--- src/rtl/hamming74_pkg.sv ---
// Shared definitions for the streaming Hamming(7,4) encoder.
// Holds code word bit positions, FSM states and the nibble encoding function.
package hamming74_pkg;

  localparam int P1_POS  = 0;
  localparam int P2_POS  = 1;
  localparam int D0_POS  = 2;
  localparam int P4_POS  = 3;
  localparam int D1_POS  = 4;
  localparam int D2_POS  = 5;
  localparam int D3_POS  = 6;
  localparam int EXT_POS = 7;
  localparam int SEL_POS = 8;

  typedef enum logic [1:0] {
    S_IDLE,
    S_LO,
    S_HI
  } state_e;

  function automatic logic [6:0] hamming74_encode(input logic [3:0] nibble);
    logic [6:0] cw;
    cw         = '0;
    cw[D0_POS] = nibble[0];
    cw[D1_POS] = nibble[1];
    cw[D2_POS] = nibble[2];
    cw[D3_POS] = nibble[3];
    cw[P1_POS] = nibble[0] ^ nibble[1] ^ nibble[3];
    cw[P2_POS] = nibble[0] ^ nibble[2] ^ nibble[3];
    cw[P4_POS] = nibble[1] ^ nibble[2] ^ nibble[3];
    return cw;
  endfunction

endpackage

--- src/rtl/hamming74_enc_stream_if.sv ---
// Byte-in / code-word-out valid/ready bundle of the Hamming(7,4) stream encoder.
// slave is the encoder side, master is the surrounding producer/consumer.
interface hamming74_enc_stream_if;

  logic [7:0] i_data;
  logic       i_valid;
  logic       o_ready;
  logic [8:0] o_data;
  logic       o_valid;
  logic       i_ready;

  modport slave (
    input  i_data, i_valid, i_ready,
    output o_ready, o_data, o_valid
  );

  modport master (
    output i_data, i_valid, i_ready,
    input  o_ready, o_data, o_valid
  );

endinterface

--- src/rtl/hamming74_enc_core.sv ---
// Combinational nibble to 8-bit code word encoder (7 Hamming bits + ext parity).
// HAMMING74_EXT_PARITY_EN adds even overall parity in bit 7; otherwise bit 7 is 0.
module hamming74_enc_core
  import hamming74_pkg::*;
(
  input  logic [3:0] nibble,
  output logic [7:0] code
);

  logic [6:0] cw;

  assign cw = hamming74_encode(nibble);

`ifdef HAMMING74_EXT_PARITY_EN
  assign code = {^cw, cw};
`else
  assign code = {1'b0, cw};
`endif

endmodule

--- src/rtl/hamming74_enc_stream.sv ---
// Streaming Hamming(7,4) encoder: one byte in, two 9-bit code words out (low nibble first).
// Optional SECDED bit 7 via HAMMING74_EXT_PARITY_EN (see hamming74_enc_core).
module hamming74_enc_stream
  import hamming74_pkg::*;
#(
  parameter int CNT_W = 16
) (
  input  logic                 i_clk,
  input  logic                 i_rst,
  hamming74_enc_stream_if.slave bus,
  output logic [CNT_W-1:0]     o_cw_count
);

  state_e     state;
  logic [3:0] hi_nib_q;
  logic [8:0] data_q;
  logic       valid_q;
  logic [3:0] core_nib;
  logic [7:0] core_code;
  logic       byte_hs;
  logic       word_hs;

  // While the low word is outstanding the core encodes the held high nibble;
  // in every other state it encodes the low nibble of the byte being offered.
  assign core_nib = (state == S_LO) ? hi_nib_q : bus.i_data[3:0];

  hamming74_enc_core u_core (
    .nibble (core_nib),
    .code   (core_code)
  );

  assign bus.o_ready = !i_rst && ((state == S_IDLE) || ((state == S_HI) && bus.i_ready));
  assign bus.o_data  = data_q;
  assign bus.o_valid = valid_q;

  assign byte_hs = bus.i_valid & bus.o_ready;
  assign word_hs = valid_q & bus.i_ready;

  // NOTE: registered state uses non-blocking assignments so every flop samples
  // pre-edge values; blocking here would make ordering between blocks matter.
  always_ff @(posedge i_clk or posedge i_rst) begin
    if (i_rst) begin
      state    <= S_IDLE;
      hi_nib_q <= '0;
      data_q   <= '0;
      valid_q  <= 1'b0;
    end else begin
      case (state)
        S_IDLE: begin
          if (byte_hs) begin
            hi_nib_q <= bus.i_data[7:4];
            data_q   <= {1'b0, core_code};
            valid_q  <= 1'b1;
            state    <= S_LO;
          end
        end
        S_LO: begin
          if (word_hs) begin
            data_q <= {1'b1, core_code};
            state  <= S_HI;
          end
        end
        S_HI: begin
          if (word_hs) begin
            if (byte_hs) begin
              hi_nib_q <= bus.i_data[7:4];
              data_q   <= {1'b0, core_code};
              state    <= S_LO;
            end else begin
              valid_q <= 1'b0;
              state   <= S_IDLE;
            end
          end
        end
        default: begin
          valid_q <= 1'b0;
          state   <= S_IDLE;
        end
      endcase
    end
  end

  always_ff @(posedge i_clk or posedge i_rst) begin
    if (i_rst) begin
      o_cw_count <= '0;
    end else if (word_hs) begin
      o_cw_count <= o_cw_count + 1'b1;
    end
  end

endmodule

--- src/flat_wrapper.sv ---
// flat-port wrapper written by rule: the top's interface ports become plain ports
module hamming74_enc_stream_flat import hamming74_pkg::*;
#(
  parameter int CNT_W = 16
)
  (i_clk, i_rst, o_cw_count, bus_i_data, bus_i_valid, bus_i_ready, bus_o_ready, bus_o_data, bus_o_valid);
  hamming74_enc_stream_if bus_i ();
  input  logic i_clk;
  input  logic i_rst;
  output logic [CNT_W-1:0] o_cw_count;
  input wire logic [$bits(bus_i.i_data)-1:0] bus_i_data;
  input wire logic [$bits(bus_i.i_valid)-1:0] bus_i_valid;
  input wire logic [$bits(bus_i.i_ready)-1:0] bus_i_ready;
  output wire logic [$bits(bus_i.o_ready)-1:0] bus_o_ready;
  output wire logic [$bits(bus_i.o_data)-1:0] bus_o_data;
  output wire logic [$bits(bus_i.o_valid)-1:0] bus_o_valid;
  assign bus_i.i_data = bus_i_data;
  assign bus_i.i_valid = bus_i_valid;
  assign bus_i.i_ready = bus_i_ready;
  assign bus_o_ready = bus_i.o_ready;
  assign bus_o_data = bus_i.o_data;
  assign bus_o_valid = bus_i.o_valid;
  hamming74_enc_stream #(.CNT_W(CNT_W)) u_core (.i_clk(i_clk), .i_rst(i_rst), .bus(bus_i), .o_cw_count(o_cw_count));
endmodule
--- config.mk ---
export PLATFORM = sky130hd
export DESIGN_NAME = hamming74_enc_stream_flat
export DESIGN_NICKNAME = d
export VERILOG_FILES = /design/src/rtl/hamming74_pkg.sv /design/src/rtl/hamming74_enc_stream_if.sv /design/src/rtl/hamming74_enc_core.sv /design/src/rtl/hamming74_enc_stream.sv /design/src/flat_wrapper.sv
export SDC_FILE = /design/constraint.sdc
export NUM_CORES = 1
export LEC_CHECK = 0
export BUFFER_PORTS_ARGS = -buffer_cell sky130_fd_sc_hd__buf_2
export CAP_MARGIN = 20
export CORE_AREA = 2 2 59 61
export CTS_CLUSTER_DIAMETER = 200
export CTS_CLUSTER_SIZE = 12
export DETAILED_ROUTE_END_ITERATION = 12
export DIE_AREA = 0 0 61 63
export GPL_TIMING_DRIVEN = 0
export PLACE_DENSITY = 0.82
export SLEW_MARGIN = 20
export SYNTH_ARGS = -nofsm -noshare
export SYNTH_HDL_FRONTEND = slang
export SYNTH_HIERARCHICAL = 1
export SYNTH_SLANG_ARGS = --single-unit
export TNS_END_PERCENT = 100
--- constraint.sdc ---
create_clock -name i_clk -period 2.35 [get_ports i_clk]
set_input_delay 0.1175 -clock i_clk [delete_from_list [all_inputs] [get_ports i_clk]]
set_output_delay 0.1175 -clock i_clk [all_outputs]
set_load 0.01 [all_outputs]
==> results by group, run 1 <==
Clock tree
  – Clock root cell: clkbuf_4
  – PostCTS Resize Cnt: 0
  – CTS HTree Levels: 2
  – Worst skew pair latency: 0.33 ns
  – TritonCTS clock tree: yes
  – Clk sinks: 32
  – Clk slew on worst S/H paths: 0.10 ns
  – CTS max path bufs: 2
  – CTS buffer count: 5

Final layout
  – Area delta synth->final: 21.8%
  – Final Instance Count excl. Fillers: 214
  – Fin nets: 180
  – Fin util: between 50% and 60%
  – Layout cells sized above 1: 42.9%
  – ANT cells: 0

GRT
  – Initial antenna violation count: 0
  – Vias in the first global route: 1076
  – Pin count of the biggest net entering global routing: 34
  – GRT Util Overall: 17.3%
  – First-pass GRT wire length: approximately 4900 um
  – GRT overflow: 0

Critical path
  – Worst R2R Path Depth: 5
  – Critical setup path kind: flop to flop
  – CP Data Required Time: 2.57 ns
  – CP Launch Type: flop
  – Crit path DAT: 2.29 ns
  – RR Endpoint: u_core/bus.o_data[1]$_DFFE_PP0P_
  – CP startpoint: u_core/state[1]$_DFFE_PP0P_
  – R2r startpoint: u_core/state[1]$_DFFE_PP0P_
  – Worst Setup EP: u_core/bus.o_data[1]$_DFFE_PP0P_
  – Crit end category: flop
  – Crit path max fanout: 6
  – FF-to-FF setup slack: between 0.2 and 0.3 ns

Synth
  – Syn Std Cell Area: between 0.0015 and 0.002 mm^2
  – Top_reg_cell synth: dfrtp_1
  – Synth Instances: 121
  – Post-synth top area share: 51.7%
  – Synth cell count leaders: 32 x dfrtp_1, 13 x xnor2_1, 11 x nand2_1, 8 x mux2_2, 8 x mux2_4
  – Synth unique cells: 28
  – FF+latch count, synth: 32
  – Syn Nets: 134
  – Cell taking the most area after synthesis: dfrtp_1
  – Count leader, synth: dfrtp_1
  – EDFF count, synth: 0
  – Syn_area_per_cell: 12.8 um^2
  – Async SR Flop Fraction: 100%
  – Yosys warning count: 6
  – Synth area leaders: dfrtp_1 52%, mux2_4 7.8%, xnor2_1 7.4%
  – Sequential fraction of the synthesis area: 51.7%

Die
  – Row cnt: 21
  – Die Span Y: around 63 um
  – Initial Util: 47.9%
  – Ports: 39
  – Die width: 61 um
  – DIE AREA: 0.00384 mm^2
  – Core area: 0.00323 mm^2

Routing
  – Post-route antenna net violation count: 0
  – DR WL/cell: ~13 um
  – Vias/cell: 4.85
  – Drt drc: 0
  – TritonRoute pass-1 iters: 4
  – Initial DRC Count: 49
  – Via count: 1038
  – Detailed-route wire length: 2880 um

Timing
  – Fin. Hold Viols: 0
  – Final Setup Violations: 0
  – Total negative setup slack: 0 ns
  – Fin. max-slew vios: 0
  – Post-Route Skew: 0.0101 ns
  – Relative slew slack: a little under three fifths
  – RSZ-0062 raised after global routing: no
  – Final worst-path cycle share: 88.0%
  – Slew @ Worst Pin: 0.661 ns
  – Final Critical Period: 2.07 ns
  – Fmax achieved: 0.483 GHz

Power
  – Lkg Pwr: 0.962 nW
  – Peak supply drop: 651 uV
  – Tot Pwr: 0.00224 W
  – PwrDens: about 1200 mW/mm^2

Placed design
  – Post-DP HPWL: 2050 um
  – Port bufs: 38
  – Dpl cells: 205
  – GP Congestion: 0.780

Worst hold path
  – HP Class: input pin to flop
  – Hold Crit Start: bus_i_data[5]

Status
  – Status: completed

Job
  – Max Cap Viol: 0
-- final cells by class --
class	instances	area, um^2
buffer	8	63.8
clock buffer	5	37.5
clock inverter	3	42.5
fill	289	1350
inverter	5	18.8
multi-input combinational	76	664
sequential	32	801
tap	46	57.6
timing repair buffer	39	200
-- sequential cells by signal, summed over array words and instances (netlist names) --
name / cells
u_core/hi_nib_q: 4
u_core/bus.o_data: 9
u_core/state: 2
u_core/o_cw_count: 16
u_core/bus.o_valid: 1
-- stage by stage --
stage,hold WS (ns),area (um^2),setup WS [ns]
after floorplan,0.242,1550,0.479
after global placement,0.350,1800,0.387
after detailed placement,0.265,1800,0.331
after CTS,0.00275,1890,0.268
after global routing,0.00176,1890,0.218
final,0.0204,1890,0.282
-- power breakdown --
part,switching [W],total (W),internal [W],leakage [nW]
combinational,0.000372,0.000937,0.000565,0.518
clock,0.000189,0.000411,0.000222,0.0412
sequential,0.000151,0.000889,0.000738,0.402
total,0.000711,0.00224,0.00153,0.962
-- layout by cell type (no fill, tap or decap), types with 4 or more instances in the layout --
cell | netlist | routed
buf_2 | 0 | 38
buf_4 | 5 | 5
clkbuf_4 | 0 | 5
dfrtp_1 | 32 | 32
inv_1 | 5 | 4
mux2_2 | 8 | 8
mux2_4 | 8 | 8
nand2_1 | 11 | 11
nand3_1 | 4 | 4
nand4_1 | 4 | 4
xnor2_1 | 13 | 13
-- worst min-delay path by stage --
stage	end	slack (ns)	cells after the start
2_1_floorplan	u_core/bus.o_data[0]$_DFFE_PP0P_	0.24	1
3_3_place_gp	u_core/hi_nib_q[0]$_DFFE_PP0P_	0.35	2
3_5_place_dp	u_core/bus.o_valid$_DFFE_PP0P_	0.26	2
4_1_cts	u_core/hi_nib_q[1]$_DFFE_PP0P_	0.003	2
5_1_grt	u_core/hi_nib_q[2]$_DFFE_PP0P_	0.002	2
6_report	u_core/hi_nib_q[1]$_DFFE_PP0P_	0.02	2
-- critical path, stage by stage, from the launching register on --
cell      delay (ns)
dfrtp_1         0.42
and2b_1         0.21
clkbuf_1        0.26
mux2_2          0.43
xor3_1          0.38
mux2_4          0.27
-- repair_timing --
action / in CTS / in global routing
hold endpoints to repair: 32 / 0
buffers inserted: 0 / 0
hold buffers: 1 / 0
-- kinds of logic (layout without fill, tap and decap cells) --
group                      Yosys count  after routing  synth area share [%]
adders and majority gates            1              1                 0.808
muxes                               16             16                  13.6
other                                1              1                 0.242
xor gates and xnor gates            18             18                  13.1
DFF                                 32             32                  51.7
AOI/OAI and AO/OA                    8              8                  3.48
buffers and inverters               13             60                  5.34
and+or+nand+nor                     32             32                  11.7
-- metal layers --
metal / wire length, um / global-route usage [%] / up-vias
met5: 0 / 0 / -
met4: 23 / 5.71 / 0
met3: 178 / 6.63 / 3
met2: 1490 / 28.1 / 33
met1: 1190 / 20.6 / 505
li1: - / - / 497
(Power assumes the default switching activity.)
==> inputs of run 2 (changes only) <==
--- a/config.mk
+++ b/config.mk
@@ -7,13 +7,16 @@
 export LEC_CHECK = 0
 export BUFFER_PORTS_ARGS = -buffer_cell sky130_fd_sc_hd__buf_2
 export CAP_MARGIN = 20
-export CORE_AREA = 2 2 59 61
+export CELL_PAD_IN_SITES_DETAIL_PLACEMENT = 1
+export CELL_PAD_IN_SITES_GLOBAL_PLACEMENT = 2
+export CORE_AREA = 2 2 68 76
 export CTS_CLUSTER_DIAMETER = 200
 export CTS_CLUSTER_SIZE = 12
 export DETAILED_ROUTE_END_ITERATION = 12
-export DIE_AREA = 0 0 61 63
+export DIE_AREA = 0 0 70 78
 export GPL_TIMING_DRIVEN = 0
-export PLACE_DENSITY = 0.82
+export PLACE_DENSITY = 0.84
+export SKIP_CTS_REPAIR_TIMING = 1
 export SLEW_MARGIN = 20
 export SYNTH_ARGS = -nofsm -noshare
 export SYNTH_HDL_FRONTEND = slang
==> results by group, run 2 (synthesis results as in run 1) <==
Critical path
  – Critical-path cell list: and2b_1 > clkbuf_1 > mux2_2 > xor3_1 > mux2_4
  – Critical setup path kind: flop to flop
  – Worst Path Buf+Inv: 1 (unchanged)
  – CP Launch Type: flop
  – Delay of the slowest critical-path stage: 0.42 ns (about the same)
  – Worst R2R Path Depth: 5 (unchanged)
  – CP startpoint: u_core/state[1]$_DFFE_PP0P_
  – Worst Setup EP: u_core/bus.o_data[1]$_DFFE_PP0P_
  – RR Endpoint: u_core/bus.o_data[1]$_DFFE_PP0P_
  – FF-to-FF setup slack: 0.32 ns (+0.04 ns)
  – CP Data Required Time: 2.52 ns (-0.05 ns)
  – Crit path DAT: 2.19 ns (-0.10 ns)
  – Crit end category: flop
  – Slowest CP cell: mux2_2
  – Crit path depth: 5 (unchanged)
  – Crit path max-delay family: multiplexers
  – Crit path max fanout: 6 (unchanged)
  – R2r startpoint: u_core/state[1]$_DFFE_PP0P_

Routing
  – TritonRoute pass-1 iters: 4 (unchanged)
  – Post-route antenna net violation count: 0 (unchanged)
  – Initial DRC Count: 25 (-49%)
  – Detailed-route wire length: 3340 um (+16%)
  – Vias/cell: 4.72 (-2.6%)
  – M1 WL: 1470 um (+24%)
  – Drt drc: 0 (unchanged)
  – DR WL/cell: 15.0 um (+12%)
  – Routed wl met2: 1690 um (+14%)
  – Via count: 1053 (+1.4%)
  – Met3 wire length: 161 um (-9.6%)
  – Uppermost routed layer: met4

Die
  – Die width: 70 um (+15%)
  – Die Span Y: 78 um (+24%)
  – Core area: 0.00462 mm^2 (+43%)
  – DIE AREA: 0.00546 mm^2 (+42%)
  – Ports: 39 (unchanged)
  – Row cnt: 26 (+24%)
  – Initial Util: 33.5% (-14 points)

Timing
  – Fin. Hold Viols: 0 (unchanged)
  – Final Critical Period: 2.03 ns (-0.0421 ns)
  – RSZ-0062 raised after global routing: no
  – Total negative setup slack: 0 ns (unchanged)
  – Fmax achieved: 0.494 GHz (+2.1%)
  – Relative slew slack: 52.4% (-3.4 points)
  – Fin. max-slew vios: 0 (unchanged)
  – Final worst-path cycle share: 86.2% (-1.8 points)
  – Slew @ Worst Pin: 0.713 ns (+0.0515 ns)
  – Post-Route Skew: 0.00401 ns (-0.00608 ns)
  – Final Setup Violations: 0 (unchanged)

Clock tree
  – TritonCTS clock tree: yes
  – Clk slew on worst S/H paths: 0.06 ns (-0.04 ns)
  – CTS max path bufs: 2 (unchanged)
  – Clock root cell: clkbuf_8
  – Worst skew pair latency: 0.28 ns (-0.05 ns)
  – CTS HTree Levels: 2 (unchanged)
  – Clk sinks: 32 (unchanged)
  – CTS buffer count: 5 (unchanged)

Worst hold path
  – HP Class: input pin to flop
  – Hold Crit Start: bus_i_data[6]

Final layout
  – Layout cells sized above 1: 42.5% (-0.34 points)
  – Biggest register: u_core/o_cw_count
  – Fin nets: 180 (unchanged)
  – Area delta synth->final: 23.7%
  – Commonest non-fill, non-tap cell in the layout: buf_2
  – Most frequent cells in the layout: 38 x buf_2, 32 x dfrtp_1, 13 x xnor2_1
  – Number of flip-flops in the largest register: 16 (unchanged)
  – ANT cells: 0 (unchanged)
  – Fin util: 41.4% (-17 points)
  – Final Instance Count excl. Fillers: 223 (+4.2%)

Placed design
  – GP Congestion: 0.728 (-6.7%)
  – Post-DP HPWL: 2500 um (+22%)
  – Dpl cells: 215 (+4.9%)
  – Port bufs: 38 (unchanged)

GRT
  – Initial antenna violation count: 0 (unchanged)
  – GRT Util Overall: 13.2% (-4.1 points)
  – Vias in the first global route: 1112 (+3.3%)
  – GRT overflow: 0 (unchanged)
  – First-pass GRT wire length: 5460 um (+12%)
  – Pin count of the biggest net entering global routing: 34 (unchanged)

Power
  – Tot Pwr: 0.00229 W (+2.3%)
  – Lkg Pwr: 0.971 nW (+0.95%)
  – PwrDens: 1190 mW/mm^2 (+0.72%)
  – Peak supply drop: 456 uV (-30%)

Job
  – Max Cap Viol: 0 (unchanged)

Status
  – Status: completed
[run 2: cell types whose count changed in the layout (fill, tap and decap cells not counted), sizes merged]
cell      previous run  this run
clkbuf               6         8
clkinv               1         0
bufinv               1         0
clkinvlp             1         0
[run 2: how the worst min path moves through the flow]
stage                                             to  slack [ns]  cells after the start
finish                u_core/hi_nib_q[2]$_DFFE_PP0P_        0.07                      2
global route          u_core/hi_nib_q[0]$_DFFE_PP0P_        0.06                      2
CTS                 u_core/o_cw_count[9]$_DFFE_PP0P_       -0.03                      2
detailed placement  u_core/bus.o_data[8]$_DFFE_PP0P_        0.28                      2
global placement      u_core/hi_nib_q[1]$_DFFE_PP0P_        0.35                      2
floorplan           u_core/bus.o_data[0]$_DFFE_PP0P_        0.24                      1
[run 2: stage by stage]
stage | cell area, um^2 | setup WS, ns | hold WS, ns
3_5_place_dp | 1810 | 0.323 | 0.282
3_3_place_gp | 1810 | 0.377 | 0.351
6_report | 1910 | 0.324 | 0.0710
5_1_grt | 1910 | 0.224 | 0.0571
2_1_floorplan | 1550 | 0.479 | 0.242
4_1_cts | 1900 | 0.319 | -0.0296
[run 2: per-layer routing]
| metal | vias up | track usage (%) |
|---|---|---|
| met4 | 0 | 4.81 |
| met2 | 34 | 21.3 |
| met5 | - | 0 |
| met3 | 4 | 4.81 |
| met1 | 525 | 16.2 |
| li1 | 490 | - |
[run 2: worst reg2reg max path, cell delays in order, from the launching register on]
cell	delay (ns)
dfrtp_1	0.41
and2b_1	0.20
clkbuf_1	0.24
mux2_2	0.42
xor3_1	0.38
mux2_4	0.27
[run 2: area by class of cell]
cell class | count | area [um^2]
Buffer | 8 | 63.8
Clock buffer | 7 | 96.3
Fill cell | 520 | 2710
Inverter | 5 | 18.8
Multi-Input combinational cell | 76 | 664
Sequential cell | 32 | 801
Tap cell | 56 | 70.1
Timing Repair Buffer | 39 | 200
[run 2: report_power, final]
group	switching, W	internal [W]	leakage [nW]	total (W)
sequential	0.000152	0.000740	0.402	0.000892
clock	0.000194	0.000261	0.0503	0.000455
combinational	0.000374	0.000566	0.518	0.000940
total	0.000720	0.00157	0.971	0.00229
==> inputs of run 3 (changes only) <==
--- a/config.mk
+++ b/config.mk
@@ -5,6 +5,7 @@
 export SDC_FILE = /design/constraint.sdc
 export NUM_CORES = 1
 export LEC_CHECK = 0
+export ABC_AREA = 0
 export BUFFER_PORTS_ARGS = -buffer_cell sky130_fd_sc_hd__buf_2
 export CAP_MARGIN = 20
 export CELL_PAD_IN_SITES_DETAIL_PLACEMENT = 1
==> constraint.sdc (replaced) <==
create_clock -name i_clk -period 2.35 [get_ports i_clk]
set_input_delay 0.47 -clock i_clk [delete_from_list [all_inputs] [get_ports i_clk]]
set_output_delay 0.47 -clock i_clk [all_outputs]
set_load 0.01 [all_outputs]
==> results by group, run 3 (synthesis results as in run 1) <==
Critical path
  – Crit path DAT: 2.19 ns (about the same)
  – Critical setup path kind: flop to flop
  – CP Data Required Time: 2.52 ns (about the same)
  – Crit end category: flop
  – CP Launch Type: flop
  – Crit path max fanout: 6 (unchanged)
  – FF-to-FF setup slack: 0.32 ns (about the same)
  – R2r startpoint: u_core/state[1]$_DFFE_PP0P_
  – RR Endpoint: u_core/bus.o_data[1]$_DFFE_PP0P_
  – Worst R2R Path Depth: 5 (unchanged)

GRT
  – GRT overflow: 0 (unchanged)
  – Initial antenna violation count: 0 (unchanged)
  – Vias in the first global route: 1112 (unchanged)
  – First-pass GRT wire length: 5460 um (unchanged)
  – GRT Util Overall: 13.2% (unchanged)
  – Pin count of the biggest net entering global routing: 34 (unchanged)

Timing
  – Fin. Hold Viols: 0 (unchanged)
  – RSZ-0062 raised after global routing: no
  – Post-Route Skew: 0.00387 ns (-0.000138 ns)
  – Final Setup Violations: 0 (unchanged)
  – Relative slew slack: 52.4% (about the same)
  – Fmax achieved: 0.493 GHz (about the same)
  – Final worst-path cycle share: 86.2% (about the same)
  – Final Critical Period: 2.03 ns (+0.000520 ns)
  – Total negative setup slack: 0 ns (unchanged)
  – Fin. max-slew vios: 0 (unchanged)
  – Fin Hold WS: 0.311 ns (+0.240 ns)
  – Slew @ Worst Pin: 0.712 ns (-0.000214 ns)

Die
  – Ports: 39 (unchanged)
  – DIE AREA: 0.00546 mm^2 (unchanged)
  – Die width: 70 um (unchanged)
  – Row cnt: 26 (unchanged)
  – Core area: 0.00462 mm^2 (unchanged)
  – Initial Util: 33.5% (unchanged)
  – Die Span Y: 78 um (unchanged)

Final layout
  – Fin util: 41.2% (-0.22 points)
  – Number of flip-flops in the largest register: 16 (unchanged)
  – Area delta synth->final: 23.0%
  – Fin nets: 179 (-0.56%)
  – Fin area: 0.00190 mm^2 (-0.52%)
  – Commonest non-fill, non-tap cell in the layout: buf_2
  – Layout fillers: 520 (unchanged)
  – Biggest register: u_core/o_cw_count
  – Most frequent cells in the layout: 38 x buf_2, 32 x dfrtp_1, 13 x xnor2_1
  – Layout cells sized above 1: 42.8% (+0.26 points)
  – ANT cells: 0 (unchanged)

Clock tree
  – TritonCTS clock tree: yes
  – CTS buffer count: 5 (unchanged)
  – Worst skew pair latency: 0.28 ns (about the same)
  – Clk sinks: 32 (unchanged)
  – Clock root cell: clkbuf_8
  – Clk slew on worst S/H paths: 0.06 ns (about the same)
  – CTS HTree Levels: 2 (unchanged)
  – CTS max path bufs: 2 (unchanged)

Placed design
  – GP Congestion: 0.728 (unchanged)
  – Instance area at placement: 0.00181 mm^2 (unchanged)
  – Post-DP HPWL: 2500 um (unchanged)
  – Port bufs: 38 (unchanged)

Routing
  – TritonRoute pass-1 iters: 4 (unchanged)
  – DR WL/cell: 15.0 um (+0.15%)
  – Post-route antenna net violation count: 0 (unchanged)
  – Vias/cell: 4.74 (+0.36%)
  – Detailed-route wire length: 3330 um (-0.30%)
  – Drt drc: 0 (unchanged)
  – Initial DRC Count: 25 (unchanged)
  – Via count: 1052 (-0.095%)

Worst hold path
  – HP Class: input pin to async pin

Power
  – Lkg Pwr: 0.967 nW (-0.43%)
  – Peak supply drop: 456 uV (about the same)
  – PwrDens: 1200 mW/mm^2 (+0.46%)

Status
  – Status: completed

Job
  – Max Cap Viol: 0 (unchanged)
==> run 3: changes by cell type in the layout (fill, tap and decap cells not counted) <==
| cell | delta |
|---|---|
| dlygate4sd3_1 | -1 |
==> run 3: report_power, final <==
group	internal (W)	total, W	leakage, nW	switching (W)
clock	0.000261	0.000455	0.0503	0.000194
combinational	0.000565	0.000939	0.514	0.000374
sequential	0.000740	0.000892	0.402	0.000152
==> run 3: final cells by class <==
class / instances / area, um^2 / area share, %
Sequential cell: 32 / 801 / 42.0
Buffer: 8 / 63.8 / 3.35
Multi-Input combinational cell: 76 / 664 / 34.9
Tap cell: 56 / 70.1 / 3.68
Inverter: 5 / 18.8 / 0.986
Clock buffer: 7 / 96.3 / 5.06
Timing Repair Buffer: 38 / 190 / 9.99
==> run 3: worst max path at each step <==
stage | cells past startpoint | endpoint | slack, ns | start
6_report | 5 | u_core/bus.o_data[1]$_DFFE_PP0P_ | 0.32 | u_core/state[1]$_DFFE_PP0P_
5_1_grt | 5 | u_core/bus.o_data[1]$_DFFE_PP0P_ | 0.22 | u_core/state[1]$_DFFE_PP0P_
4_1_cts | 5 | u_core/bus.o_data[1]$_DFFE_PP0P_ | 0.32 | u_core/state[1]$_DFFE_PP0P_
3_5_place_dp | 5 | u_core/bus.o_data[1]$_DFFE_PP0P_ | 0.32 | u_core/state[1]$_DFFE_PP0P_
3_3_place_gp | 4 | u_core/bus.o_valid$_DFFE_PP0P_ | 0.35 | i_rst
2_1_floorplan | 5 | u_core/bus.o_data[1]$_DFFE_PP0P_ | 0.48 | u_core/state[1]$_DFFE_PP0P_
==> run 3: metrics by stage <==
stage	std cells	setup slack (ns)	total power (W)
6_report	222	0.323	0.00229
5_1_grt	222	0.224	0.00245
4_1_cts	222	0.319	0.00233
3_5_place_dp	215	0.323	0.00186
3_3_place_gp	215	0.354	0.00180
2_1_floorplan	121	0.479	0.00157
==> run 3: worst max-delay path, cell delays in order (launching register included) <==
cell,delay [ns]
dfrtp_1,0.41
and2b_1,0.20
clkbuf_1,0.24
mux2_2,0.42
xor3_1,0.38
mux2_4,0.27
==> run 3: layer usage <==
metal	track usage, %	up-vias	routed length [um]
li1	-	489	-
met1	16.2	525	1460
met2	21.3	34	1690
met3	4.81	4	161
met4	4.81	0	15
met5	0	-	0
